$ cat src/rtl/bus_pkg.sv
// Shared definitions for the two-master, three-slave serial bus arbiter:
// FSM state encoding, slave-select codes and small decode helpers.
package bus_pkg;

    localparam int NUM_MASTERS = 2;
    localparam int NUM_SLAVES  = 3;

    typedef enum logic [2:0] {
        ST_IDLE    = 3'd0,
        ST_GRANT   = 3'd1,
        ST_DECODE  = 3'd2,
        ST_XFER    = 3'd3,
        ST_RELEASE = 3'd4
    } arb_state_e;

    // Top two address bits of every frame select the target slave.
    typedef enum logic [1:0] {
        SEL_SLAVE0 = 2'b00,
        SEL_SLAVE1 = 2'b01,
        SEL_SLAVE2 = 2'b10,
        SEL_NONE   = 2'b11
    } slave_sel_e;

    function automatic logic [NUM_SLAVES-1:0] sel_onehot(input logic [1:0] sel);
        logic [NUM_SLAVES-1:0] oh;
        oh = '0;
        case (sel)
            SEL_SLAVE0: oh = 3'b001;
            SEL_SLAVE1: oh = 3'b010;
            SEL_SLAVE2: oh = 3'b100;
            default:    oh = 3'b000;
        endcase
        return oh;
    endfunction

    // With both masters requesting, the favoured one wins; otherwise the lone requester.
    function automatic logic rr_pick(input logic [NUM_MASTERS-1:0] req, input logic favour);
        logic winner;
        if (&req) begin
            winner = favour;
        end else begin
            winner = req[1];
        end
        return winner;
    endfunction

endpackage

$ cat src/rtl/bus_fwd_pipe.sv
// Two-stage register pipeline carrying the owner's serial address, data,
// write-enable and valid towards the slaves; flush clears both stages at once.
module bus_fwd_pipe (
    input  logic clock,
    input  logic resetn,
    input  logic flush,
    input  logic addr_in,
    input  logic data_in,
    input  logic we_in,
    input  logic valid_in,
    output logic addr_out,
    output logic data_out,
    output logic we_out,
    output logic valid_out
);

    logic [3:0] stage1_q, stage1_d;
    logic [3:0] stage2_q, stage2_d;

    always_comb begin
        stage1_d = flush ? 4'b0000 : {addr_in, data_in, we_in, valid_in};
        stage2_d = flush ? 4'b0000 : stage1_q;
    end

    always_ff @(posedge clock or negedge resetn) begin
        if (!resetn) begin
            stage1_q <= 4'b0000;
            stage2_q <= 4'b0000;
        end else begin
            stage1_q <= stage1_d;
            stage2_q <= stage2_d;
        end
    end

    assign {addr_out, data_out, we_out, valid_out} = stage2_q;

endmodule

$ cat src/rtl/bus_arbiter.sv
// Round-robin arbiter granting one of two serial masters access to three slaves.
// Define ARB_TIMEOUT_EN to add an ownership limit of TIMEOUT_CYC cycles.
module bus_arbiter
    import bus_pkg::*;
#(
    parameter int          ADDR_W      = 14,
    parameter logic [15:0] TIMEOUT_CYC = 16'd1024
) (
    input  logic                   clock,
    input  logic                   resetn,
    input  logic [NUM_MASTERS-1:0] m_bus_req,
    output logic [NUM_MASTERS-1:0] m_bus_ready,
    input  logic [NUM_MASTERS-1:0] m_addr_tx,
    input  logic [NUM_MASTERS-1:0] m_data_tx,
    input  logic [NUM_MASTERS-1:0] m_valid_s,
    input  logic [NUM_MASTERS-1:0] m_write_en,
    output logic                   m_data_rx,
    output logic [NUM_MASTERS-1:0] m_slave_valid,
    output logic                   s_addr_tx,
    output logic                   s_data_tx,
    output logic                   s_write_en,
    output logic [NUM_SLAVES-1:0]  s_valid,
    input  logic [NUM_SLAVES-1:0]  s_data_rx,
    input  logic [NUM_SLAVES-1:0]  s_slave_valid,
    output logic                   owner,
    output logic                   busy,
    output logic                   dec_err
);

    arb_state_e             state_q, state_d;
    logic                   owner_q, owner_d;
    logic                   rr_favour_q, rr_favour_d;
    logic [NUM_MASTERS-1:0] ready_q, ready_d;
    logic                   busy_q, busy_d;
    logic                   dec_err_q, dec_err_d;
    logic [1:0]             sel_q, sel_d;
    logic                   sel_ok_q, sel_ok_d;
    logic                   rx_data_q, rx_data_d;
    logic [NUM_MASTERS-1:0] rx_vld_q, rx_vld_d;

    logic       own_req, own_addr, own_data, own_we, own_valid;
    logic [1:0] sel_shift;
    logic       slave_rx_data, slave_rx_valid;
    logic       tmo_hit;
    logic       fwd_flush, fwd_addr, fwd_data, fwd_we, fwd_valid;

    // ADDR_W only describes the master-side frame; decode needs just the top two bits.
    logic unused_params;
    assign unused_params = ^{ADDR_W, TIMEOUT_CYC};

    assign own_req   = m_bus_req[owner_q];
    assign own_addr  = m_addr_tx[owner_q];
    assign own_data  = m_data_tx[owner_q];
    assign own_we    = m_write_en[owner_q];
    assign own_valid = m_valid_s[owner_q];

`ifdef ARB_TIMEOUT_EN
    logic [15:0] tmo_cnt_q, tmo_cnt_d;

    // Counter restarts at zero on every grant because it idles at zero when not busy.
    always_comb begin
        tmo_cnt_d = busy_q ? (tmo_cnt_q + 16'd1) : 16'd0;
        tmo_hit   = busy_q && (tmo_cnt_q == (TIMEOUT_CYC - 16'd1));
    end

    always_ff @(posedge clock or negedge resetn) begin
        if (!resetn) begin
            tmo_cnt_q <= 16'd0;
        end else begin
            tmo_cnt_q <= tmo_cnt_d;
        end
    end
`else
    assign tmo_hit = 1'b0;
`endif

    always_comb begin
        slave_rx_data  = 1'b0;
        slave_rx_valid = 1'b0;
        case (sel_q)
            SEL_SLAVE0: begin
                slave_rx_data  = s_data_rx[0];
                slave_rx_valid = s_slave_valid[0];
            end
            SEL_SLAVE1: begin
                slave_rx_data  = s_data_rx[1];
                slave_rx_valid = s_slave_valid[1];
            end
            SEL_SLAVE2: begin
                slave_rx_data  = s_data_rx[2];
                slave_rx_valid = s_slave_valid[2];
            end
            default: begin
                slave_rx_data  = 1'b0;
                slave_rx_valid = 1'b0;
            end
        endcase
    end

    always_comb begin
        state_d     = state_q;
        owner_d     = owner_q;
        rr_favour_d = rr_favour_q;
        sel_d       = sel_q;
        sel_ok_d    = sel_ok_q;
        dec_err_d   = 1'b0;
        sel_shift   = {sel_q[0], own_addr};

        case (state_q)
            ST_IDLE: begin
                if (|m_bus_req) begin
                    owner_d     = rr_pick(m_bus_req, rr_favour_q);
                    rr_favour_d = ~owner_d;
                    sel_d       = 2'b00;
                    sel_ok_d    = 1'b0;
                    state_d     = ST_GRANT;
                end
            end
            ST_GRANT: begin
                if (!own_req) begin
                    state_d = ST_RELEASE;
                end else if (own_valid) begin
                    sel_d   = sel_shift;
                    state_d = ST_DECODE;
                end
            end
            ST_DECODE: begin
                if (!own_req) begin
                    state_d = ST_RELEASE;
                end else if (own_valid) begin
                    sel_d     = sel_shift;
                    sel_ok_d  = (sel_shift != SEL_NONE);
                    dec_err_d = (sel_shift == SEL_NONE);
                    state_d   = ST_XFER;
                end
            end
            ST_XFER: begin
                if (!own_req) begin
                    state_d = ST_RELEASE;
                end
            end
            ST_RELEASE: begin
                sel_d    = 2'b00;
                sel_ok_d = 1'b0;
                state_d  = ST_IDLE;
            end
            default: begin
                state_d = ST_IDLE;
            end
        endcase

        if (tmo_hit) begin
            state_d   = ST_RELEASE;
            dec_err_d = 1'b1;
        end

        if (state_d == ST_RELEASE) begin
            sel_ok_d = 1'b0;
        end

        busy_d  = (state_d == ST_GRANT) || (state_d == ST_DECODE) || (state_d == ST_XFER);
        ready_d = '0;
        if (busy_d) begin
            ready_d[owner_d] = 1'b1;
        end

        // Read data is only returned while the transfer carries on into the next cycle.
        rx_data_d = 1'b0;
        rx_vld_d  = '0;
        if ((state_q == ST_XFER) && (state_d == ST_XFER) && sel_ok_q) begin
            rx_data_d         = slave_rx_data;
            rx_vld_d[owner_q] = slave_rx_valid;
        end
    end

    always_ff @(posedge clock or negedge resetn) begin
        if (!resetn) begin
            state_q     <= ST_IDLE;
            owner_q     <= 1'b0;
            rr_favour_q <= 1'b0;
            ready_q     <= '0;
            busy_q      <= 1'b0;
            dec_err_q   <= 1'b0;
            sel_q       <= 2'b00;
            sel_ok_q    <= 1'b0;
            rx_data_q   <= 1'b0;
            rx_vld_q    <= '0;
        end else begin
            state_q     <= state_d;
            owner_q     <= owner_d;
            rr_favour_q <= rr_favour_d;
            ready_q     <= ready_d;
            busy_q      <= busy_d;
            dec_err_q   <= dec_err_d;
            sel_q       <= sel_d;
            sel_ok_q    <= sel_ok_d;
            rx_data_q   <= rx_data_d;
            rx_vld_q    <= rx_vld_d;
        end
    end

    assign fwd_flush = (state_d == ST_RELEASE);

    bus_fwd_pipe u_fwd_pipe (
        .clock     (clock),
        .resetn    (resetn),
        .flush     (fwd_flush),
        .addr_in   (busy_q & own_addr),
        .data_in   (busy_q & own_data),
        .we_in     (busy_q & own_we),
        .valid_in  (busy_q & own_valid),
        .addr_out  (fwd_addr),
        .data_out  (fwd_data),
        .we_out    (fwd_we),
        .valid_out (fwd_valid)
    );

    // The select register is complete exactly when the first frame bit leaves the pipe.
    always_comb begin
        s_valid = '0;
        if (sel_ok_q && fwd_valid) begin
            s_valid = sel_onehot(sel_q);
        end
    end

    assign s_addr_tx     = fwd_addr;
    assign s_data_tx     = fwd_data;
    assign s_write_en    = fwd_we;
    assign m_bus_ready   = ready_q;
    assign m_data_rx     = rx_data_q;
    assign m_slave_valid = rx_vld_q;
    assign owner         = owner_q;
    assign busy          = busy_q;
    assign dec_err       = dec_err_q;

endmodule
$ cat config.mk
export PLATFORM = sky130hd
export DESIGN_NAME = bus_arbiter
export DESIGN_NICKNAME = d
export VERILOG_FILES = /design/src/rtl/bus_pkg.sv /design/src/rtl/bus_fwd_pipe.sv /design/src/rtl/bus_arbiter.sv
export SDC_FILE = /design/constraint.sdc
export NUM_CORES = 1
export LEC_CHECK = 0
export BUFFER_PORTS_ARGS = -buffer_cell sky130_fd_sc_hd__clkbuf_2
export CAP_MARGIN = 5
export CORE_ASPECT_RATIO = 1.25
export CORE_MARGIN = 5
export CORE_UTILIZATION = 35
export DETAILED_ROUTE_END_ITERATION = 12
export MAX_ROUTING_LAYER = met4
export PLACE_DENSITY = 0.69
export SLEW_MARGIN = 20
export SYNTH_ARGS = -nofsm -noshare
export SYNTH_HDL_FRONTEND = slang
export SYNTH_HIERARCHICAL = 1
export SYNTH_SLANG_ARGS = --single-unit
export TNS_END_PERCENT = 5
$ cat constraint.sdc
create_clock -name clock -period 3 [get_ports clock]
set_input_delay 0.15 -clock clock [delete_from_list [all_inputs] [get_ports clock]]
set_output_delay 0.15 -clock clock [all_outputs]
set_load 0.02 [all_outputs]
* Word level (Yosys, flattened, before mapping)
Cells that the tools add are included.
Cells by class: bitwise logic cells 6, muxes and demuxes 47, order comparisons 4, eq/ne operators 18, reductions and logical operators 17
Operators with widths (number):
- $mux 1 | 25
- $mux 3 | 7
- $eq 3x2->1 const B | 4
- $pmux 3 s4 | 1
- $mux 2 | 5
- $ne 3x2->1 const B | 3
- $pmux 1 s3 | 3
- $pmux 3 s3 | 1
- $mux 4 | 2
- $reduce_and 4->1 | 2
- $eq 3x1->1 const B | 2
- $eq 3x3->1 const B | 2
- $pmux 2 s3 | 1
- $logic_and 1x1->1 | 5
- $and 1x1->1 | 4
- $eq 2x2->1 const B | 2
- $lt 1x2->1 const B | 2
- $ne 2x1->1 const B | 2
- $ne 2x2->1 const B | 2
- $reduce_and 2->1 | 2
- $reduce_bool 4->1 | 1
- $reduce_or 2->1 | 2
- $logic_not 3->1 | 1
- $reduce_bool 3->1 | 1
- 7 further kinds | 10
Storage, ports and cells: output and inout bits 14, flip-flop bits (word level) 23, logic and storage cells 104

* Logic depth before layout (Yosys ltp)
word-level depth 11, gate-level depth with buffers 5, depth with buffers taken out 4

* Modules after synthesis
Netlist, hierarchy kept.
Modules (own cells, without submodules):
- bus_arbiter | times used 1, seq. area each 375.4 um^2, area an instance 894.6 um^2, cells each 90
- bus_fwd_pipe | times used 1, seq. area each 200.2 um^2, area an instance 250.2 um^2, cells each 16

* Least setup slack after synthesis
Ideal clock, no wire load.
path kind register -> register, start register owner_q (netlist: owner), end register u_fwd_pipe.stage1_q[0], data required time 2853 ps, arrival 1448 ps, clock period less this slack 1595 ps, cell stages (with the launch flop) 4, path slack 1405 ps, path buffers 0, cells stage by stage dfrtp_1 > mux2_2 > nor3_1 > nor2b_1
On the way: longest elaborated chain between the ends 7, elaborated cells between the ends (all ways) 13, classes of those cells eq/ne: 1; mux: 11; bitwise: 1
RTL lines:
- start: declaration | line bus_arbiter.sv:31 | logic owner_q, owner_d;
- start signal: assignment | line bus_arbiter.sv:190 | owner_q <= owner_d;
- $mux 1 (implied by the code) (2 in series) | line bus_arbiter.sv:55 | assign own_valid = m_valid_s[owner_q];
- $mux 3, on equally long branches | line bus_arbiter.sv:130, bus_arbiter.sv:122
- $mux 3, on equally long branches | line bus_arbiter.sv:128, bus_arbiter.sv:120
- $pmux 3 s4 (*) | line bus_arbiter.sv:109 | case (state_q)
- $eq 3x3->1 (*) | line bus_arbiter.sv:202 | assign fwd_flush = (state_d == ST_RELEASE);
- named net fwd_flush | line bus_arbiter.sv:45 | logic fwd_flush, fwd_addr, fwd_data, fwd_we, fwd_valid;
- $mux 4 (*) | line bus_fwd_pipe.sv:21 | stage1_d = flush ? 4'b0000 : {addr_in, data_in, we_in, valid_in};
- named net u_fwd_pipe.stage1_d[0] | line bus_fwd_pipe.sv:17 | logic [3:0] stage1_q, stage1_d;
- end signal: assignment | line bus_fwd_pipe.sv:30 | stage1_q <= stage1_d;
- end: declaration | line bus_fwd_pipe.sv:17
The timed path passes the listed nets; every way through them passes the cells marked *. The select of a mux whose other input is x is not followed. A chain may end at the register's enable or synchronous reset.

* Final worst setup path
start register owner_q (netlist: owner), end register u_fwd_pipe.stage2_q[0]
On the way: longest elaborated chain between the ends 7, elaborated cells between the ends (all ways) 12, classes of those cells eq/ne: 1; mux: 11
RTL lines:
- $mux 1 (implied by the code) (2 in series) | line bus_arbiter.sv:55
- $mux 3, on equally long branches | line bus_arbiter.sv:130, bus_arbiter.sv:122
- $mux 3, on equally long branches | line bus_arbiter.sv:128, bus_arbiter.sv:120
- $pmux 3 s4 (*) | line bus_arbiter.sv:109
- $eq 3x3->1 (*) | line bus_arbiter.sv:202
- named net fwd_flush | line bus_arbiter.sv:45
- $mux 4 (*) | line bus_fwd_pipe.sv:22 | stage2_d = flush ? 4'b0000 : stage1_q;
- named net u_fwd_pipe.stage2_d[0] | line bus_fwd_pipe.sv:18 | logic [3:0] stage2_q, stage2_d;
- end signal: assignment | line bus_fwd_pipe.sv:31 | stage2_q <= stage2_d;
- end: declaration | line bus_fwd_pipe.sv:18
Marked as above.

==> results_dict.tcl <==
set metrics [dict create \
    insertion_delay_ns 0.25 \
    synth_seq_area_share 0.5027 \
    tritoncts_buffers 3 \
    rsz0062_at_grt "no" \
    netlist_top_cells_area "sky130_fd_sc_hd__dfrtp_1, sky130_fd_sc_hd__nor2b_1, sky130_fd_sc_hd__mux2i_1" \
    power.share.combinational 0.380 \
    worst_clock_skew_ns 0.003498 \
    finalCritPeriodShare 0.6613 \
    status "finished, final reports clean" \
    power_frac_seq 0.471 \
    cell_internal_pwr_uw 718.3 \
    chipHeight_um 73.95 \
    postSynth.asyncResetShare 1.000 \
    buffer_ports.inserted 31 \
    slew_headroom 0.4971 \
    design.final.nets 153 \
    row_count 23 \
    number_of_antenna_violations_at_the_first_check_in_global_routing 0 \
    yosysMostFrequentCell "sky130_fd_sc_hd__dfrtp_1" \
    syn_to_final_growth_pct 17.70 \
    h-tree-depth 1 \
    core-area_mm2 0.003194 \
    worstReg2RegStart "owner" \
    route.final.wire_length_um 2129 \
    yosys.area.top_type "sky130_fd_sc_hd__dfrtp_1" \
    grt_start_max_net_pins 24 \
    critical_path.slowest_cell "sky130_fd_sc_hd__dfrtp_1" \
    clock_tree_from_tritoncts "yes" \
    cp_top_family "simple AND/OR/NAND/NOR gates" \
    worst_setup_hold_path_clk_slew_ns 0.07 \
    grt_pass1_vias 853 \
    final-max-slew-violation-count 0 \
    worst-endpoint-required_ns 3.10 \
    drtIter0Drc 42 \
    gp_congestion 0.9124 \
    sw_frac_of_total 0.3979 \
    post_synth_num_cell_types 32 \
    avgSynthCellArea_um2 10.80 \
    switching_power_uw 474.6 \
    tns_ns 0 \
    firstDrtPassIters 6 \
    global_route_wire_length_before_repair_um 3581 \
    io_pins 32 \
    worst_ir_drop_vdd_mv 0.4645 \
    postSynthRegisterBits 23 \
    synth_top_area_frac 0.5027 \
    detailroute.via_count 869 \
    yosys_warnings 6 \
    cells_after_synth 106 \
    avgRoutedWirePerCell_um 12.45 \
    estimated_wirelength_of_the_detail_placed_design_um 1680 \
    cp.arrival_ns 2.09 \
    worstReg2RegEnd "u_fwd_pipe/stage2_q[0]" \
    worstSetupPathType "register to register" \
    globalRouteTotalUtil 0.1047 \
    hold_class "primary input to register" \
    ff2ff_path_depth 3 \
    critical_path_peak_fanout 14 \
    most_used_dff_post_synth "sky130_fd_sc_hd__dfrtp_1" \
    power.static_leakage_nw 0.6350 \
    hold_depth 2 \
    dieWidth_um 61.16 \
    post-cts-setup-buffers 0 \
    synth.cells.most_frequent "sky130_fd_sc_hd__dfrtp_1, sky130_fd_sc_hd__nor2b_1, sky130_fd_sc_hd__nor2_1" \
    power_frac_clock 0.149 \
    setup_viol 0 \
    ff2ff_setup_slack_ns 1.02 \
    endpoint_kind_of_the_worst_setup_timing_path "register" \
    max_freq_mhz 504.1 \
    worstMarginPinSlew_ns 0.7486 \
    timing.critical_path.buf_inv 0 \
    cts_buffer_depth 2 \
    timing.critical_path.from_type "register" \
    maxCapViolations 0 \
    antenna_cells 0 \
    dieArea_mm2 0.004522 \
    clock_sink_count 23 \
    share_of_post_route_cells_with_drive_strength_above_1 0.3060 \
    n_fill_cell 307 \
    timing.critical_path.slowest_cell_delay_ns 0.69 \
    hold_start "m_bus_req[0]" \
    number_of_enable_flip_flop_cells_after_synthesis 0 \
    crit_chain "mux2_2, nor3_1, nor2b_1" \
    netlist_area_mm2 0.001145 \
    drtAntennaViolNets 0 \
    synth_fp_nets 124 \
    drc 0 \
    via_per_inst 5.082 \
    final.min_clock_period_ns 1.984 \
    start_util 0.3584 \
    power_per_standard_cell_area_mw_per_mm2 885.2 \
    cts-root-buf "sky130_fd_sc_hd__clkbuf_8" \
    final_util 0.4219 \
    final_hold_viol_count 0 \
    whs_endpoint "owner" \
    globalRoute.totalOverflow 0 \
]
-- flip-flops by register name (all words and copies together) (netlist names) --
| signal | flops |
|---|---|
| rr_favour_q | 1 |
| u_fwd_pipe/stage1_q | 4 |
| sel_ok_q | 1 |
| m_data_rx | 1 |
| m_bus_ready | 2 |
| u_fwd_pipe/stage2_q | 4 |
| busy | 1 |
| owner | 1 |
| sel_q | 2 |
| m_slave_valid | 2 |
| dec_err | 1 |
| state_q | 3 |
-- through the flow --
step	cells	worst slack (ns)	total power, mW	area (µm²)	hold WS (ns)
5_1_grt	171	0.7929	1.294	1348	0.2312
4_1_cts	171	0.9947	1.205	1348	0.2233
3_5_place_dp	166	1.010	1.023	1292	0.1608
2_1_floorplan	106	1.405	0.9282	1145	-0.1456
3_3_place_gp	166	1.123	1.007	1292	0.1508
6_report	171	1.016	1.193	1348	0.2215
-- what timing repair did --
action / CTS / global route
gates resized for setup: 0 / 0
hold buffers: 1 / 0
hold endpoints to repair: 23 / 0
-- area by class of cell --
cell class	instances	area, µm²	area share
well taps	37	46.29	0.03435
inverters	1	3.754	0.002786
repair buffers	32	165.2	0.1226
multi-input cells	74	511.7	0.3798
flip-flops and latches	23	575.6	0.4271
clock buffers	4	45.04	0.03343
-- kinds of logic after synthesis --
kind of cell | share of synthesized area
compound gates | 0.1191
xor+xnor | 0.007652
buf+inv | 0.05027
flops | 0.5027
mux | 0.07213
simple gates | 0.2481
-- per-layer routing --
| layer | GRT usage | part of all wire | up-vias |
|---|---|---|---|
| met2 | 0.1600 | 0.51 | 29 |
| met1 | 0.1438 | 0.43 | 416 |
| met4 | 0.02169 | 0.0047 | 0 |
| met3 | 0.02083 | 0.061 | 2 |
| li1 | - | - | 422 |
| met5 | - | 0 | - |
-- worst max path at each step --
stage / start / cells after the start / slack (ns) / to
after detailed placement: owner / 3 / 1.01 / u_fwd_pipe/stage2_q[0]
final: owner / 3 / 1.02 / u_fwd_pipe/stage2_q[0]
after global placement: owner / 3 / 1.12 / u_fwd_pipe/stage2_q[3]
after global routing: owner / 3 / 0.79 / u_fwd_pipe/stage2_q[1]
after floorplan: owner / 3 / 1.41 / u_fwd_pipe/stage1_q[0]
after CTS: owner / 3 / 0.99 / u_fwd_pipe/stage2_q[0]
-- cell usage in the layout, fill, tap and decap left out, types with 3 or more instances in the layout --
cell	Yosys	final
sky130_fd_sc_hd__nor2b_1	11	11
sky130_fd_sc_hd__nor3_1	7	7
sky130_fd_sc_hd__mux2i_1	6	6
sky130_fd_sc_hd__dfrtp_1	23	23
sky130_fd_sc_hd__clkbuf_8	0	3
sky130_fd_sc_hd__clkbuf_2	0	31
sky130_fd_sc_hd__nand2_1	5	5
sky130_fd_sc_hd__nor3b_1	3	3
sky130_fd_sc_hd__a21oi_1	6	6
sky130_fd_sc_hd__o21ai_0	3	3
sky130_fd_sc_hd__nor2_1	8	8
-- power by group through the flow --
stage	combinational (mW)	sequential, mW	clock [mW]
final	0.453	0.562	0.178
after detailed placement	0.457	0.566	0
after floorplan	0.401	0.527	0
after CTS	0.460	0.561	0.184
after global placement	0.449	0.558	0
after global routing	0.507	0.585	0.201
Note: power is estimated with default switching activity, not from simulation.
